==> src/rtl/filter_step_sequencer_if.sv <==
// ----------------------------------------------------------------------------
// filter_step_sequencer_if
// Step-table configuration bus between the emulation host and the filter step
// sequencer.
//   cfg_we     host -> seq   table write strobe
//   cfg_addr   host -> seq   table index
//   cfg_level  host -> seq   signed step level
//   cfg_dwell  host -> seq   step dwell in cycles
//   cfg_err    seq  -> host  1-cycle pulse: write dropped because a run is active
// ----------------------------------------------------------------------------
interface filter_step_sequencer_if #(
  parameter int WIDTH   = 18,
  parameter int N_STEPS = 8,
  parameter int DWELL_W = 16
);
  localparam int AW = (N_STEPS > 1) ? $clog2(N_STEPS) : 1;

  logic                    cfg_we;
  logic [AW-1:0]           cfg_addr;
  logic signed [WIDTH-1:0] cfg_level;
  logic [DWELL_W-1:0]      cfg_dwell;
  logic                    cfg_err;

  modport master (output cfg_we, cfg_addr, cfg_level, cfg_dwell, input cfg_err);
  modport slave  (input cfg_we, cfg_addr, cfg_level, cfg_dwell, output cfg_err);
endinterface

==> src/rtl/filter_step_sequencer.sv <==
// ----------------------------------------------------------------------------
// filter_step_sequencer
// Stimulus controller for the emulated filter: plays a programmable table of
// step levels / dwell times onto the filter input v_in, holds the filter in
// reset before each run, and captures v_out on the last cycle of every step.
//
// Ports
//   clk        emulator clock
//   rst        asynchronous active-low reset (clears table too)
//   cfg        step-table write bus (slave side), cfg_err back to host
//   num_steps  steps to run, sampled on start
//   start      begin a sequence (level-sensitive, IDLE only)
//   abort      terminate a running sequence
//   v_out      filter output
//   v_in       filter input (registered)
//   filt_rst   active-high filter reset
//   busy       high in FLUSH/RUN
//   done       1-cycle pulse on completion (or on a rejected start)
//   step_idx   current step
//   cap_valid  1-cycle pulse: cap_data holds the end-of-step sample
//   cap_data   v_out captured on the last dwell cycle
//
// Build option
//   FILTER_SEQ_LOOP_EN  defined: after the last step wrap straight back to
//                       step 0 (no flush, filter stays out of reset) until
//                       abort; done never pulses for a run.
//
// state | meaning
// IDLE  | filter held in reset, v_in=0, waiting for start
// FLUSH | filter held in reset FLUSH_CYC cycles, v_in=level[0]
// RUN   | stepping through table, filter running
// DONE  | one-cycle completion, v_in holds final level
// ----------------------------------------------------------------------------
module filter_step_sequencer #(
  parameter int WIDTH     = 18,
  parameter int N_STEPS   = 8,
  parameter int DWELL_W   = 16,
  parameter int FLUSH_CYC = 4,
  localparam int AW       = (N_STEPS > 1) ? $clog2(N_STEPS) : 1
) (
  input  logic                    clk,
  input  logic                    rst,
  filter_step_sequencer_if.slave  cfg,
  input  logic [AW:0]             num_steps,
  input  logic                    start,
  input  logic                    abort,
  input  logic signed [WIDTH-1:0] v_out,
  output logic signed [WIDTH-1:0] v_in,
  output logic                    filt_rst,
  output logic                    busy,
  output logic                    done,
  output logic [AW-1:0]           step_idx,
  output logic                    cap_valid,
  output logic signed [WIDTH-1:0] cap_data
);

  localparam int FW = (FLUSH_CYC > 1) ? $clog2(FLUSH_CYC) : 1;
  localparam logic [AW:0] NS_MAX = (AW+1)'(N_STEPS);

  typedef enum logic [1:0] {
    S_IDLE  = 2'd0,
    S_FLUSH = 2'd1,
    S_RUN   = 2'd2,
    S_DONE  = 2'd3
  } state_t;

  state_t                  state;
  logic [FW-1:0]           flush_cnt;
  logic [DWELL_W-1:0]      dwell_cnt;
  logic [AW-1:0]           last_idx;
  logic signed [WIDTH-1:0] lvl_tab [N_STEPS];
  logic [DWELL_W-1:0]      dw_tab  [N_STEPS];

  logic [AW-1:0] nxt_idx;
  logic          start_ok;

  assign nxt_idx  = step_idx + AW'(1);
  assign start_ok = (num_steps != '0) && (num_steps <= NS_MAX);

  // Down-counter preload: a dwell of 0 behaves as a single cycle.
  function automatic logic [DWELL_W-1:0] dwell_m1(input logic [DWELL_W-1:0] d);
    return (d == '0) ? '0 : d - DWELL_W'(1);
  endfunction

  always_ff @(posedge clk or negedge rst) begin
    if (!rst) begin
      state       <= S_IDLE;
      flush_cnt   <= '0;
      dwell_cnt   <= '0;
      last_idx    <= '0;
      v_in        <= '0;
      filt_rst    <= 1'b1;
      busy        <= 1'b0;
      done        <= 1'b0;
      step_idx    <= '0;
      cap_valid   <= 1'b0;
      cap_data    <= '0;
      cfg.cfg_err <= 1'b0;
      for (int i = 0; i < N_STEPS; i++) begin
        lvl_tab[i] <= '0;
        dw_tab[i]  <= '0;
      end
    end else begin
      done        <= 1'b0;
      cap_valid   <= 1'b0;
      cfg.cfg_err <= 1'b0;

      // Table is only writable while no run is in flight.
      if (cfg.cfg_we) begin
        if (state == S_FLUSH || state == S_RUN) begin
          cfg.cfg_err <= 1'b1;
        end else begin
          lvl_tab[cfg.cfg_addr] <= cfg.cfg_level;
          dw_tab[cfg.cfg_addr]  <= cfg.cfg_dwell;
        end
      end

      if (abort && state != S_IDLE) begin
        state    <= S_IDLE;
        v_in     <= '0;
        filt_rst <= 1'b1;
        busy     <= 1'b0;
        step_idx <= '0;
      end else begin
        case (state)
          S_IDLE: begin
            v_in     <= '0;
            filt_rst <= 1'b1;
            busy     <= 1'b0;
            if (start) begin
              if (start_ok) begin
                state     <= S_FLUSH;
                last_idx  <= AW'(num_steps - 1'b1);
                v_in      <= lvl_tab[0];
                busy      <= 1'b1;
                step_idx  <= '0;
                flush_cnt <= FW'(FLUSH_CYC - 1);
              end else begin
                done <= 1'b1;
              end
            end
          end

          S_FLUSH: begin
            if (flush_cnt == '0) begin
              state     <= S_RUN;
              filt_rst  <= 1'b0;
              step_idx  <= '0;
              v_in      <= lvl_tab[0];
              dwell_cnt <= dwell_m1(dw_tab[0]);
            end else begin
              flush_cnt <= flush_cnt - FW'(1);
            end
          end

          S_RUN: begin
            if (dwell_cnt == '0) begin
              cap_data  <= v_out;
              cap_valid <= 1'b1;
              if (step_idx == last_idx) begin
`ifdef FILTER_SEQ_LOOP_EN
                step_idx  <= '0;
                v_in      <= lvl_tab[0];
                dwell_cnt <= dwell_m1(dw_tab[0]);
`else
                state     <= S_DONE;
                done      <= 1'b1;
                filt_rst  <= 1'b1;
                busy      <= 1'b0;
`endif
              end else begin
                // Next step loads in the same edge: no gap cycle between steps.
                step_idx  <= nxt_idx;
                v_in      <= lvl_tab[nxt_idx];
                dwell_cnt <= dwell_m1(dw_tab[nxt_idx]);
              end
            end else begin
              dwell_cnt <= dwell_cnt - DWELL_W'(1);
            end
          end

          S_DONE: begin
            state    <= S_IDLE;
            v_in     <= '0;
            filt_rst <= 1'b1;
            step_idx <= '0;
          end

          default: state <= S_IDLE;
        endcase
      end
    end
  end

endmodule

==> src/flat_wrapper.sv <==
// flat-port wrapper written by rule: the top's interface ports become plain ports
module filter_step_sequencer_flat 
#(
  parameter int WIDTH     = 18,
  parameter int N_STEPS   = 8,
  parameter int DWELL_W   = 16,
  parameter int FLUSH_CYC = 4,
  localparam int AW       = (N_STEPS > 1) ? $clog2(N_STEPS) : 1
)
  (clk, rst, num_steps, start, abort, v_out, v_in, filt_rst, busy, done, step_idx, cap_valid, cap_data, cfg_cfg_we, cfg_cfg_addr, cfg_cfg_level, cfg_cfg_dwell, cfg_cfg_err);
  filter_step_sequencer_if #(.WIDTH(WIDTH), .N_STEPS(N_STEPS), .DWELL_W(DWELL_W)) cfg_i ();
  input  logic clk;
  input  logic rst;
  input  logic [AW:0] num_steps;
  input  logic start;
  input  logic abort;
  input  logic signed [WIDTH-1:0] v_out;
  output logic signed [WIDTH-1:0] v_in;
  output logic filt_rst;
  output logic busy;
  output logic done;
  output logic [AW-1:0] step_idx;
  output logic cap_valid;
  output logic signed [WIDTH-1:0] cap_data;
  input wire logic [$bits(cfg_i.cfg_we)-1:0] cfg_cfg_we;
  input wire logic [$bits(cfg_i.cfg_addr)-1:0] cfg_cfg_addr;
  input wire logic [$bits(cfg_i.cfg_level)-1:0] cfg_cfg_level;
  input wire logic [$bits(cfg_i.cfg_dwell)-1:0] cfg_cfg_dwell;
  output wire logic [$bits(cfg_i.cfg_err)-1:0] cfg_cfg_err;
  assign cfg_i.cfg_we = cfg_cfg_we;
  assign cfg_i.cfg_addr = cfg_cfg_addr;
  assign cfg_i.cfg_level = cfg_cfg_level;
  assign cfg_i.cfg_dwell = cfg_cfg_dwell;
  assign cfg_cfg_err = cfg_i.cfg_err;
  filter_step_sequencer #(.WIDTH(WIDTH), .N_STEPS(N_STEPS), .DWELL_W(DWELL_W), .FLUSH_CYC(FLUSH_CYC)) u_core (.clk(clk), .rst(rst), .cfg(cfg_i), .num_steps(num_steps), .start(start), .abort(abort), .v_out(v_out), .v_in(v_in), .filt_rst(filt_rst), .busy(busy), .done(done), .step_idx(step_idx), .cap_valid(cap_valid), .cap_data(cap_data));
endmodule
==> config.mk <==
export PLATFORM = sky130hd
export DESIGN_NAME = filter_step_sequencer_flat
export DESIGN_NICKNAME = d
export VERILOG_FILES = /design/src/rtl/filter_step_sequencer_if.sv /design/src/rtl/filter_step_sequencer.sv /design/src/flat_wrapper.sv
export SDC_FILE = /design/constraint.sdc
export NUM_CORES = 1
export LEC_CHECK = 0
export CORE_MARGIN = 3
export CORE_UTILIZATION = 49
export CTS_CLUSTER_SIZE = 28
export DETAILED_ROUTE_END_ITERATION = 7
export MAX_ROUTING_LAYER = met4
export PLACE_DENSITY = 0.68
export SLEW_MARGIN = 20
export SYNTH_ARGS = -nofsm -noshare
export SYNTH_HDL_FRONTEND = slang
export SYNTH_SLANG_ARGS = --single-unit
==> constraint.sdc <==
create_clock -name clk -period 6.4 [get_ports clk]
set_input_delay 1.92 -clock clk [delete_from_list [all_inputs] [get_ports clk]]
set_output_delay 1.92 -clock clk [all_outputs]
set_load 0.05 [all_outputs]
==> run summary, run 1 <==
# IOs: 108
Worst EP arrival: 4430 ps
Worst setup margin: 2360 ps
Antenna violations before repair: 2
Clk_skew: 14.5 ps
Leak pwr: 8.04 nW
Critical Path RT: 6790 ps
Synth Area in Compound Gates: 5.37%
Area share of xor/xnor cells in the synthesized design: 1.99%
Max-Cap Viols: 0
Simple-gate area share of the yosys netlist: 6.55%
Clock buffer count from CTS: 38
Largest family of logic cells by synthesized area: multiplexers
Die Width: 191 um
Vias in the first global route: 11,000
Clk root buf: clkbuf_16
PortBufs: 107
Final setup vio count: 0
Drt via density: 5.84
Max Fanout on Critical Path: 37
Post-synth EDFFs: 0
Final Hold Viols: 0
Setup_tns: 0 ps
Status: finished clean
Seq/Total Area, Yosys: 50.8%
Total number of vias: 10,600
Critical path type: reg2reg
Placed Area: 0.0183 sq mm
H-tree level count: 2
Initial Utilization: 50.5%
Count of cell types in the netlist: 69
Min Tclk post-route: 4040 ps
Period utilization: 63.2%
R2R depth: 9
Postcts setup bufs: 0
GRT overflow: 0
Slew of the pin with the lowest slew margin: 1090 ps
Die Span Y: 191 um
Reg clk slew, reported paths: 60 ps
Pwr/cell area: 519 mW/mm^2
Mapped Cells: 1,248
Min-delay src: u_core.v_in[6]$_DFFE_PN0P_
Syn_nets: 1,324
CORE AREA: 0.0330 sq mm
Synthesized-area fraction occupied by adder cells: 0.900%
VDD IR-drop max: 314 uV
Clock sink count: 339
#FFs+latches synth: 339
Total power: 0.0101 W
Post-CTS Resized: 0
Hold WS: 476 ps
R2R Setup Slk: 2360 ps
Most frequent cells in the layout: dfrtp_1, mux2_2, clkdlybuf4s50_1, nand2_1, mux2i_1
Post-route ant nets: 0
Mux cell area share after synthesis: 32.0%
Yosys Warn Count: 0
Most common cell after layout, fill and taps aside: dfrtp_1
Routability cong.: 0.853
Latest clock arrival within the worst-skew pair: 530 ps
DRC: 0
Synthesized area per cell: 13.4 sq um
First-pass GRT wire length: 62,100 um
Main flop type after synthesis: dfrtp_1
Final wirelength: 38,500 um
Slew headroom: 27.2%
DR WL/cell: 21.1 um
Hold WC Path Type: reg2reg
Largest net degree at the start of global routing: 125
Row count: 66
Worst r2r src: u_core.step_idx[1]$_DFFE_PN0P_
Post-CTS Hold Buffers: 0
Nets: 1,426
Hold path depth: 2
Setup crit end kind: register
DRT iter0 DRCs: 756
Startpoint Class: register
CTS Buffer Depth: 3
Max Fclk: 0.247 GHz
TritonCTS clock tree: built
RSZ-0062 raised after global routing: false
Post-DP HPWL: 24,000 um
Syn Std Cell Area: 0.0167 sq mm
Fin area: 0.0196 sq mm
Share of cells above drive strength 1: 34.4%
Area grow syn2layout: 17.1%
Router iterations before antenna repair: 5
Post-Place Setup Slack: 2080 ps
Slew Limit Fails: 0
Die area: 0.0363 sq mm
RR Endpoint: u_core.dwell_cnt[6]$_DFFE_PN0P_
Hold Crit Endpoint: u_core.v_in[6]$_DFFE_PN0P_
Ys async rst share: 100%
GRT Total Usage: 22.3%
-- sequential cells by signal, summed over array words and instances (netlist names) --
signal,count
u_core.busy,1
u_core.cap_data,18
u_core.cap_valid,1
u_core.cfg.cfg_err,1
u_core.done,1
u_core.dw_tab,128
u_core.dwell_cnt,16
u_core.filt_rst,1
u_core.flush_cnt,2
u_core.last_idx,3
u_core.lvl_tab,144
u_core.state,2
u_core.step_idx,3
u_core.v_in,18
-- layout make-up --
cell class / instances / area (sq um)
fillers: 2633 / 13500
flip-flops and latches: 339 / 8490
clock buffers: 55 / 1100
clock inverters: 11 / 174
multi-input cells: 822 / 7900
diodes: 3 / 7.51
repair buffers: 130 / 1260
well taps: 442 / 553
inverters: 19 / 71.3
-- routing by layer --
layer	vias to the layer above	global-route usage, %	routed length, um
met5	-	-	0
met4	0	4.60	643
met3	59	3.33	2120
met2	251	33.7	17500
met1	5485	32.6	18300
li1	4834	-	-
-- report_power, final --
group,internal (W),total [W],switching [W]
Sequential,0.00314,0.00378,0.000642
Clock,0.00135,0.00221,0.000854
Combinational,0.00209,0.00416,0.00207
Total,0.00658,0.0101,0.00357
-- logic make-up (layout without fill, tap and decap cells) --
family	count (synthesis)	count (layout)
AND/OR/NAND/NOR	207	207
adder cells (fa/ha/maj)	12	12
buffers and inverters	87	215
other	0	3
XOR/XNOR	38	38
multiplexers	424	424
flip-flops	339	339
AO/OA/AOI/OAI	141	141
-- cells in the mapped netlist, types with 2 or more instances --
master	instances	area [sq um]
dfrtp_1	338	8460
mux2_2	301	3390
nand2_1	73	274
mux2i_1	65	651
mux4_2	57	1280
o21ai_0	54	270
nor2_1	44	165
clkbuf_1	42	158
a22oi_1	25	188
nor3_1	22	110
xnor2_1	20	175
xor2_1	18	158
inv_1	17	63.8
a21oi_1	16	80.1
o22ai_1	13	81.3
buf_2	12	60.1
ha_1	12	150
nand3_1	9	45.0
nand2b_1	7	43.8
nor3b_1	6	45.0
a31oi_1	5	31.3
buf_1	5	18.8
nand4_1	5	31.3
nor2b_1	5	31.3
nor4_1	5	31.3
buf_6	4	45.0
nand3b_1	4	30.0
o31ai_1	4	30.0
or3_1	4	25.0
buf_4	3	22.5
o211ai_1	3	22.5
or4_1	3	22.5
a2111o_1	2	22.5
a211oi_1	2	15.0
a21bo_2	2	20.0
and2_1	2	12.5
and4b_1	2	20.0
inv_2	2	7.51
nor3_4	2	32.5
nor4b_1	2	17.5
nor4b_2	2	30.0
or4_4	2	22.5
-- how the worst max path moves through the flow --
| stage | slack, ps | from | endpoint | cells after the start |
|---|---|---|---|---|
| CTS | 2310 | u_core.step_idx[0]$_DFFE_PN0P_ | step_idx[0] | 2 |
| floorplan | 2230 | u_core.step_idx[0]$_DFFE_PN0P_ | u_core.dwell_cnt[8]$_DFFE_PN0P_ | 16 |
| finish | 2360 | u_core.step_idx[1]$_DFFE_PN0P_ | u_core.dwell_cnt[6]$_DFFE_PN0P_ | 9 |
| detailed placement | 2080 | cfg_cfg_addr[0] | u_core.lvl_tab[58]$_DFFE_PN0P_ | 5 |
| global route | 2130 | u_core.step_idx[1]$_DFFE_PN0P_ | u_core.dwell_cnt[3]$_DFFE_PN0P_ | 9 |
| global placement | 2110 | cfg_cfg_addr[0] | u_core.lvl_tab[66]$_DFFE_PN0P_ | 5 |
-- critical path, cell delays in order (launching register included) --
cell,delay [ps]
dfrtp_1,450
ha_4,780
buf_4,530
mux2_2,390
mux4_2,520
nand3b_4,260
nor4b_2,370
nand2_1,130
nand4_1,300
o21ai_0,140
-- metrics by stage --
stage	utilization, %	cells
floorplan	-	1248
global placement	55.3	1752
detailed placement	55.3	1752
CTS	59.1	1818
global route	59.2	1820
finish	59.2	1821
No activity file was read; power rests on OpenSTA's default activity.
==> inputs of run 2 (changes only) <==
--- a/config.mk
+++ b/config.mk
@@ -10,7 +10,7 @@
 export CTS_CLUSTER_SIZE = 28
 export DETAILED_ROUTE_END_ITERATION = 7
 export MAX_ROUTING_LAYER = met4
-export PLACE_DENSITY = 0.68
+export PLACE_DENSITY = 0.71
 export SLEW_MARGIN = 20
 export SYNTH_ARGS = -nofsm -noshare
 export SYNTH_HDL_FRONTEND = slang
==> constraint.sdc (replaced) <==
create_clock -name clk -period 3.7 [get_ports clk]
set_input_delay 1.11 -clock clk [delete_from_list [all_inputs] [get_ports clk]]
set_output_delay 1.11 -clock clk [all_outputs]
set_load 0.05 [all_outputs]
==> run summary, run 2 (synthesis results as in run 1) <==
Status: finished clean
Total number of vias: 10,900 (+2.2%)
Fillcell total: 2,642 (+0.34%)
DRT iter0 DRCs: 775 (+2.5%)
Period utilization: 87.2%
Routability cong.: 0.903 (+5.8%)
H-tree level count: 2 (unchanged)
Worst EP arrival: 2120 ps (-2310 ps)
GRT overflow: 0 (unchanged)
Critical Path RT: 2590 ps (-4200 ps)
Post-layout util: 60.1% (+0.91 points)
R2R depth: 9 (unchanged)
Worst-path cell chain: buf_4, clkdlybuf4s50_1
Max reg flops: 144 (unchanged)
Biggest regs: u_core.lvl_tab: 144 flops, u_core.dw_tab: 128 flops
Latest clock arrival within the worst-skew pair: 520 ps (about the same)
Antenna violations before repair: 4 (+2)
Hold path depth: 2 (unchanged)
Final Hold Viols: 0 (unchanged)
Family with the most delay on the worst path: buffers and inverters
Startpoint Class: register
Nets: 1,449 (+1.6%)
Drt via density: 5.88 (+0.73%)
Pwr/cell area: 896 mW/mm^2 (+73%)
Post-route ant nets: 0 (unchanged)
CORE AREA: 0.0330 sq mm (unchanged)
First-pass GRT wire length: 63,300 um (+2.0%)
VDD IR-drop max: 419 uV (+33%)
Final setup vio count: 0 (unchanged)
Hold WS: 476 ps (-0.146 ps)
Register area: 0.00849 sq mm (about the same)
DR WL/cell: 21.2 um (+0.50%)
Area grow syn2layout: 18.9%
CP max stage delay: 870 ps (+90 ps)
Fin area: 0.0198 sq mm (+1.5%)
Setup_tns: 0 ps (unchanged)
Max Fanout on Critical Path: 17 (-54%)
Clock sink count: 339 (unchanged)
Share of cells above drive strength 1: 35.6% (+1.2 points)
Post-CTS Hold Buffers: 0 (unchanged)
Min Tclk post-route: 3230 ps
Clk_skew: 17.1 ps (+2.65 ps)
Max Fclk: 0.310 GHz
Die area: 0.0363 sq mm (unchanged)
Largest reg by FF count: u_core.lvl_tab
Clock buffer count from CTS: 38 (unchanged)
TritonCTS clock tree: built
Buf/Inv on CP: 2 (+1)
Slew of the pin with the lowest slew margin: 819 ps (-273 ps)
Vias in the first global route: 11,400 (+4.0%)
PortBufs: 107 (unchanged)
Initial Utilization: 50.5% (unchanged)
Highest-delay cell along the critical path: clkdlybuf4s50_1
CTS Buffer Depth: 3 (unchanged)
GRT Total Usage: 22.5% (+0.22 points)
Die Width: 191 um (unchanged)
DRC: 0 (unchanged)
Clk root buf: clkbuf_16
RSZ-0062 raised after global routing: false
Setup crit end kind: output pin
Post-CTS Resized: 0 (unchanged)
Postcts setup bufs: 0 (unchanged)
Router iterations before antenna repair: 5 (unchanged)
Stages on worst setup path: 2 (-7)
Final wirelength: 39,200 um (+1.9%)
Most frequent cells in the layout: dfrtp_1, mux2_2, clkdlybuf4s50_1, nand2_1, mux2i_1
# IOs: 108 (unchanged)
Most common cell after layout, fill and taps aside: dfrtp_1
Die Span Y: 191 um (unchanged)
Row count: 66 (unchanged)
Non-filler cells, final: 1,847 (+1.4%)
Hold WC Path Type: reg2reg
Largest net degree at the start of global routing: 95 (-24%)
Placed cells: 1,775 (+1.3%)
Max-Cap Viols: 0 (unchanged)
Leak pwr: 8.17 nW (+1.7%)
Post-DP HPWL: 25,000 um (+4.3%)
Area of the multi-input gates: 0.00790 sq mm (about the same)
Slew Limit Fails: 0 (unchanged)
Placed Area: 0.0186 sq mm (+1.6%)
Slew headroom: 45.4% (+18 points)
Critical path type: reg2out
Reg clk slew, reported paths: 60 ps (about the same)
==> run 2: cell types whose count changed in the layout (fill, tap and decap cells not counted), moves of 2 or more <==
cell and change:
buf_12 +9, clkinv_2 -3, clkinvlp_4 +2, clkbuf_8 +3
buf_4 +14
==> run 2: per-layer routing <==
layer  track usage (%)  part of all wire [%]  vias to the layer above
li1                  -                     -                     4888
met5                 -                     0                        -
met1              31.3                    46                     5649
met4              4.04                   1.2                        0
met2              36.1                    47                      276
met3              3.47                   5.2                       46
==> run 2: path summary, 6_finish.rpt <==
path	startpoint	to	slack [ps]
worst max-delay path	u_core.step_idx[0]$_DFFE_PN0P_	step_idx[0]	470
worst min-delay path	u_core.v_in[12]$_DFFE_PN0P_	u_core.v_in[12]$_DFFE_PN0P_	480
worst max register to register	u_core.step_idx[1]$_DFFE_PN0P_	u_core.dwell_cnt[13]$_DFFE_PN0P_	530
worst min register to register	u_core.v_in[12]$_DFFE_PN0P_	u_core.v_in[12]$_DFFE_PN0P_	480
max in group asynchronous	rst	u_core.lvl_tab[36]$_DFFE_PN0P_	2170
min in group asynchronous	rst	u_core.dw_tab[21]$_DFFE_PN0P_	590
==> run 2: area by class of cell <==
type                       instances  share of cell area, %
timing repair buffer             153                   7.79
sequential                       339                   42.8
clock inverter                     9                  0.725
multi-input combinational        822                   39.8
tap                              442                   2.79
antenna                            4                 0.0504
clock buffer                      59                   5.75
inverter                          19                  0.359
==> run 2: metrics by stage <==
step	total power [W]	worst slack, ps
after CTS	0.0179	419
after detailed placement	0.0140	519
final	0.0178	472
after global placement	0.0137	501
after global routing	0.0188	257
after floorplan	0.0119	6.97
==> run 2: tightest hold or removal path: stages (launching register included) <==
cell and delay [ps]:
dfrtp_1 340, nand2_1 50, o21ai_0 60
==> run 2: where the power goes <==
| part | switching, W | internal (W) | total (W) |
|---|---|---|---|
| clock | 0.00149 | 0.00234 | 0.00383 |
| sequential | 0.00116 | 0.00543 | 0.00659 |
| combinational | 0.00363 | 0.00373 | 0.00736 |
==> inputs of run 3 (changes only) <==
--- a/config.mk
+++ b/config.mk
@@ -5,7 +5,7 @@
 export SDC_FILE = /design/constraint.sdc
 export NUM_CORES = 1
 export LEC_CHECK = 0
-export CORE_MARGIN = 3
+export CORE_MARGIN = 8
 export CORE_UTILIZATION = 49
 export CTS_CLUSTER_SIZE = 28
 export DETAILED_ROUTE_END_ITERATION = 7
==> run summary, run 3 (synthesis results as in run 1) <==
Status: finished clean
GRT Total Usage: 20.2% (-2.3 points)
# IOs: 108 (unchanged)
Total power: 0.0176 W (-0.96%)
Critical Path RT: 4080 ps (+1490 ps)
Final setup vio count: 0 (unchanged)
Latest clock arrival within the worst-skew pair: 530 ps (about the same)
RSZ-0062 raised after global routing: false
Startpoint Class: register
Largest reg by FF count: u_core.lvl_tab
Reg clk slew, reported paths: 60 ps (about the same)
PortBufs: 107 (unchanged)
Setup crit end kind: register
Period utilization: 88.1% (+0.84 points)
Row count: 67 (+1.5%)
Slew of the pin with the lowest slew margin: 959 ps (+140 ps)
Area grow syn2layout: 18.5%
DRT iter0 DRCs: 846 (+9.2%)
Largest net degree at the start of global routing: 90 (-5.3%)
Setup_tns: 0 ps (unchanged)
Share of cells above drive strength 1: 35.6% (-0.057 points)
Post-CTS Hold Buffers: 0 (unchanged)
Max-Cap Viols: 0 (unchanged)
Final Hold Viols: 0 (unchanged)
Clk root buf: clkbuf_16
Post-DP HPWL: 24,800 um (-1.1%)
Clock sink count: 339 (unchanged)
Slew Limit Fails: 0 (unchanged)
Nets: 1,442 (-0.48%)
Max Fclk: 0.307 GHz (-0.95%)
CTS Buffer Depth: 3 (unchanged)
Die area: 0.0402 sq mm (+11%)
Die Span Y: 201 um (+5.2%)
H-tree level count: 2 (unchanged)
Die Width: 201 um (+5.2%)
Biggest regs: u_core.lvl_tab: 144 flops, u_core.dw_tab: 128 flops
Total number of vias: 10,800 (-0.72%)
Critical path type: reg2reg
Most frequent cells in the layout: dfrtp_1, mux2_2, clkdlybuf4s50_1, nand2_1, mux2i_1
Drt via density: 5.84 (-0.61%)
Most common cell after layout, fill and taps aside: dfrtp_1
Postcts setup bufs: 0 (unchanged)
Initial Utilization: 49.8% (-0.75 points)
First-pass GRT wire length: 64,400 um (+1.7%)
Leak pwr: 8.13 nW (-0.49%)
Post-route ant nets: 0 (unchanged)
Antenna violations before repair: 5 (+1)
Max Fanout on Critical Path: 9 (-8)
Router iterations before antenna repair: 5 (unchanged)
GRT overflow: 0 (unchanged)
Pwr/cell area: 890 mW/mm^2 (-0.64%)
Hold WC Path Type: reg2reg
TritonCTS clock tree: built
Vias in the first global route: 11,300 (-1.4%)
VDD IR-drop max: 489 uV (+17%)
DR WL/cell: 21.3 um (+0.15%)
Slew headroom: 35.9% (-9.5 points)
CORE AREA: 0.0335 sq mm (+1.5%)
Post-CTS Resized: 0 (unchanged)
Final wirelength: 39,300 um (about the same)
Max reg flops: 144 (unchanged)
Clk_skew: 11.3 ps (-5.87 ps)
Min Tclk post-route: 3260 ps (+31.0 ps)
Hold path depth: 2 (unchanged)
DRC: 0 (unchanged)
R2R depth: 9 (unchanged)
Routability cong.: 0.885 (-1.9%)
Worst EP arrival: 3640 ps (+1520 ps)
Post-layout util: 59.0% (-1.1 points)
Clock buffer count from CTS: 38 (unchanged)
-- run 3: changes by cell type in the layout (fill, tap and decap cells not counted), sizes merged --
cell / change
buf: -7
bufinv: -1
clkbuf: -11
clkinv: +9
diode: +1
inv: +1
-- run 3: area by class of cell --
| cell class | instances | area (sq um) |
|---|---|---|
| Fill cell | 2654 | 13700 |
| Tap cell | 448 | 561 |
| Sequential cell | 339 | 8490 |
| Timing Repair Buffer | 146 | 1530 |
| Multi-Input combinational cell | 822 | 7900 |
| Inverter | 19 | 71.3 |
| Clock inverter | 18 | 179 |
| Antenna cell | 5 | 12.5 |
| Clock buffer | 48 | 1040 |
-- run 3: routing by layer --
metal | vias to the layer above | wire length, um | global-route usage (%)
li1 | 4861 | - | -
met1 | 5604 | 18300 | 28.0
met2 | 260 | 18200 | 30.3
met3 | 56 | 2020 | 3.68
met4 | 0 | 667 | 5.81
met5 | - | 0 | -
-- run 3: path summary, 6_finish.rpt --
| kind | start | endpoint | slack, ps |
|---|---|---|---|
| max | u_core.step_idx[1]$_DFFE_PN0P_ | u_core.dwell_cnt[12]$_DFFE_PN0P_ | 440 |
| min | u_core.v_in[14]$_DFFE_PN0P_ | u_core.v_in[14]$_DFFE_PN0P_ | 470 |
| max reg2reg | u_core.step_idx[1]$_DFFE_PN0P_ | u_core.dwell_cnt[12]$_DFFE_PN0P_ | 440 |
| min reg2reg | u_core.v_in[14]$_DFFE_PN0P_ | u_core.v_in[14]$_DFFE_PN0P_ | 470 |
| max in group asynchronous | rst | u_core.lvl_tab[88]$_DFFE_PN0P_ | 2270 |
| min in group asynchronous | rst | u_core.dw_tab[107]$_DFFE_PN0P_ | 580 |
-- run 3: metrics by stage --
| step | std cells | hold slack [ps] | cell area [sq um] | setup slack (ps) |
|---|---|---|---|---|
| final | 1845 | 474 | 19800 | 441 |
| after global routing | 1845 | 494 | 19800 | 267 |
| after CTS | 1840 | 485 | 19800 | 406 |
| after detailed placement | 1774 | 472 | 18600 | 462 |
| after global placement | 1774 | 465 | 18600 | 529 |
| after floorplan | 1248 | 470 | 16700 | 6.97 |
-- run 3: power breakdown --
| part | switching (W) | internal [W] |
|---|---|---|
| logic | 0.00364 | 0.00372 |
| clock network | 0.00152 | 0.00215 |
| registers | 0.00116 | 0.00543 |
-- run 3: worst max-delay path: stages, from the launching register on --
cell and delay (ps):
dfrtp_2 430, ha_4 350, buf_4 220, mux2_2 350, mux4_2 540, nand2b_1 180, nor4b_2 480, nand2_1 140
nand4_1 270, o21ai_0 150
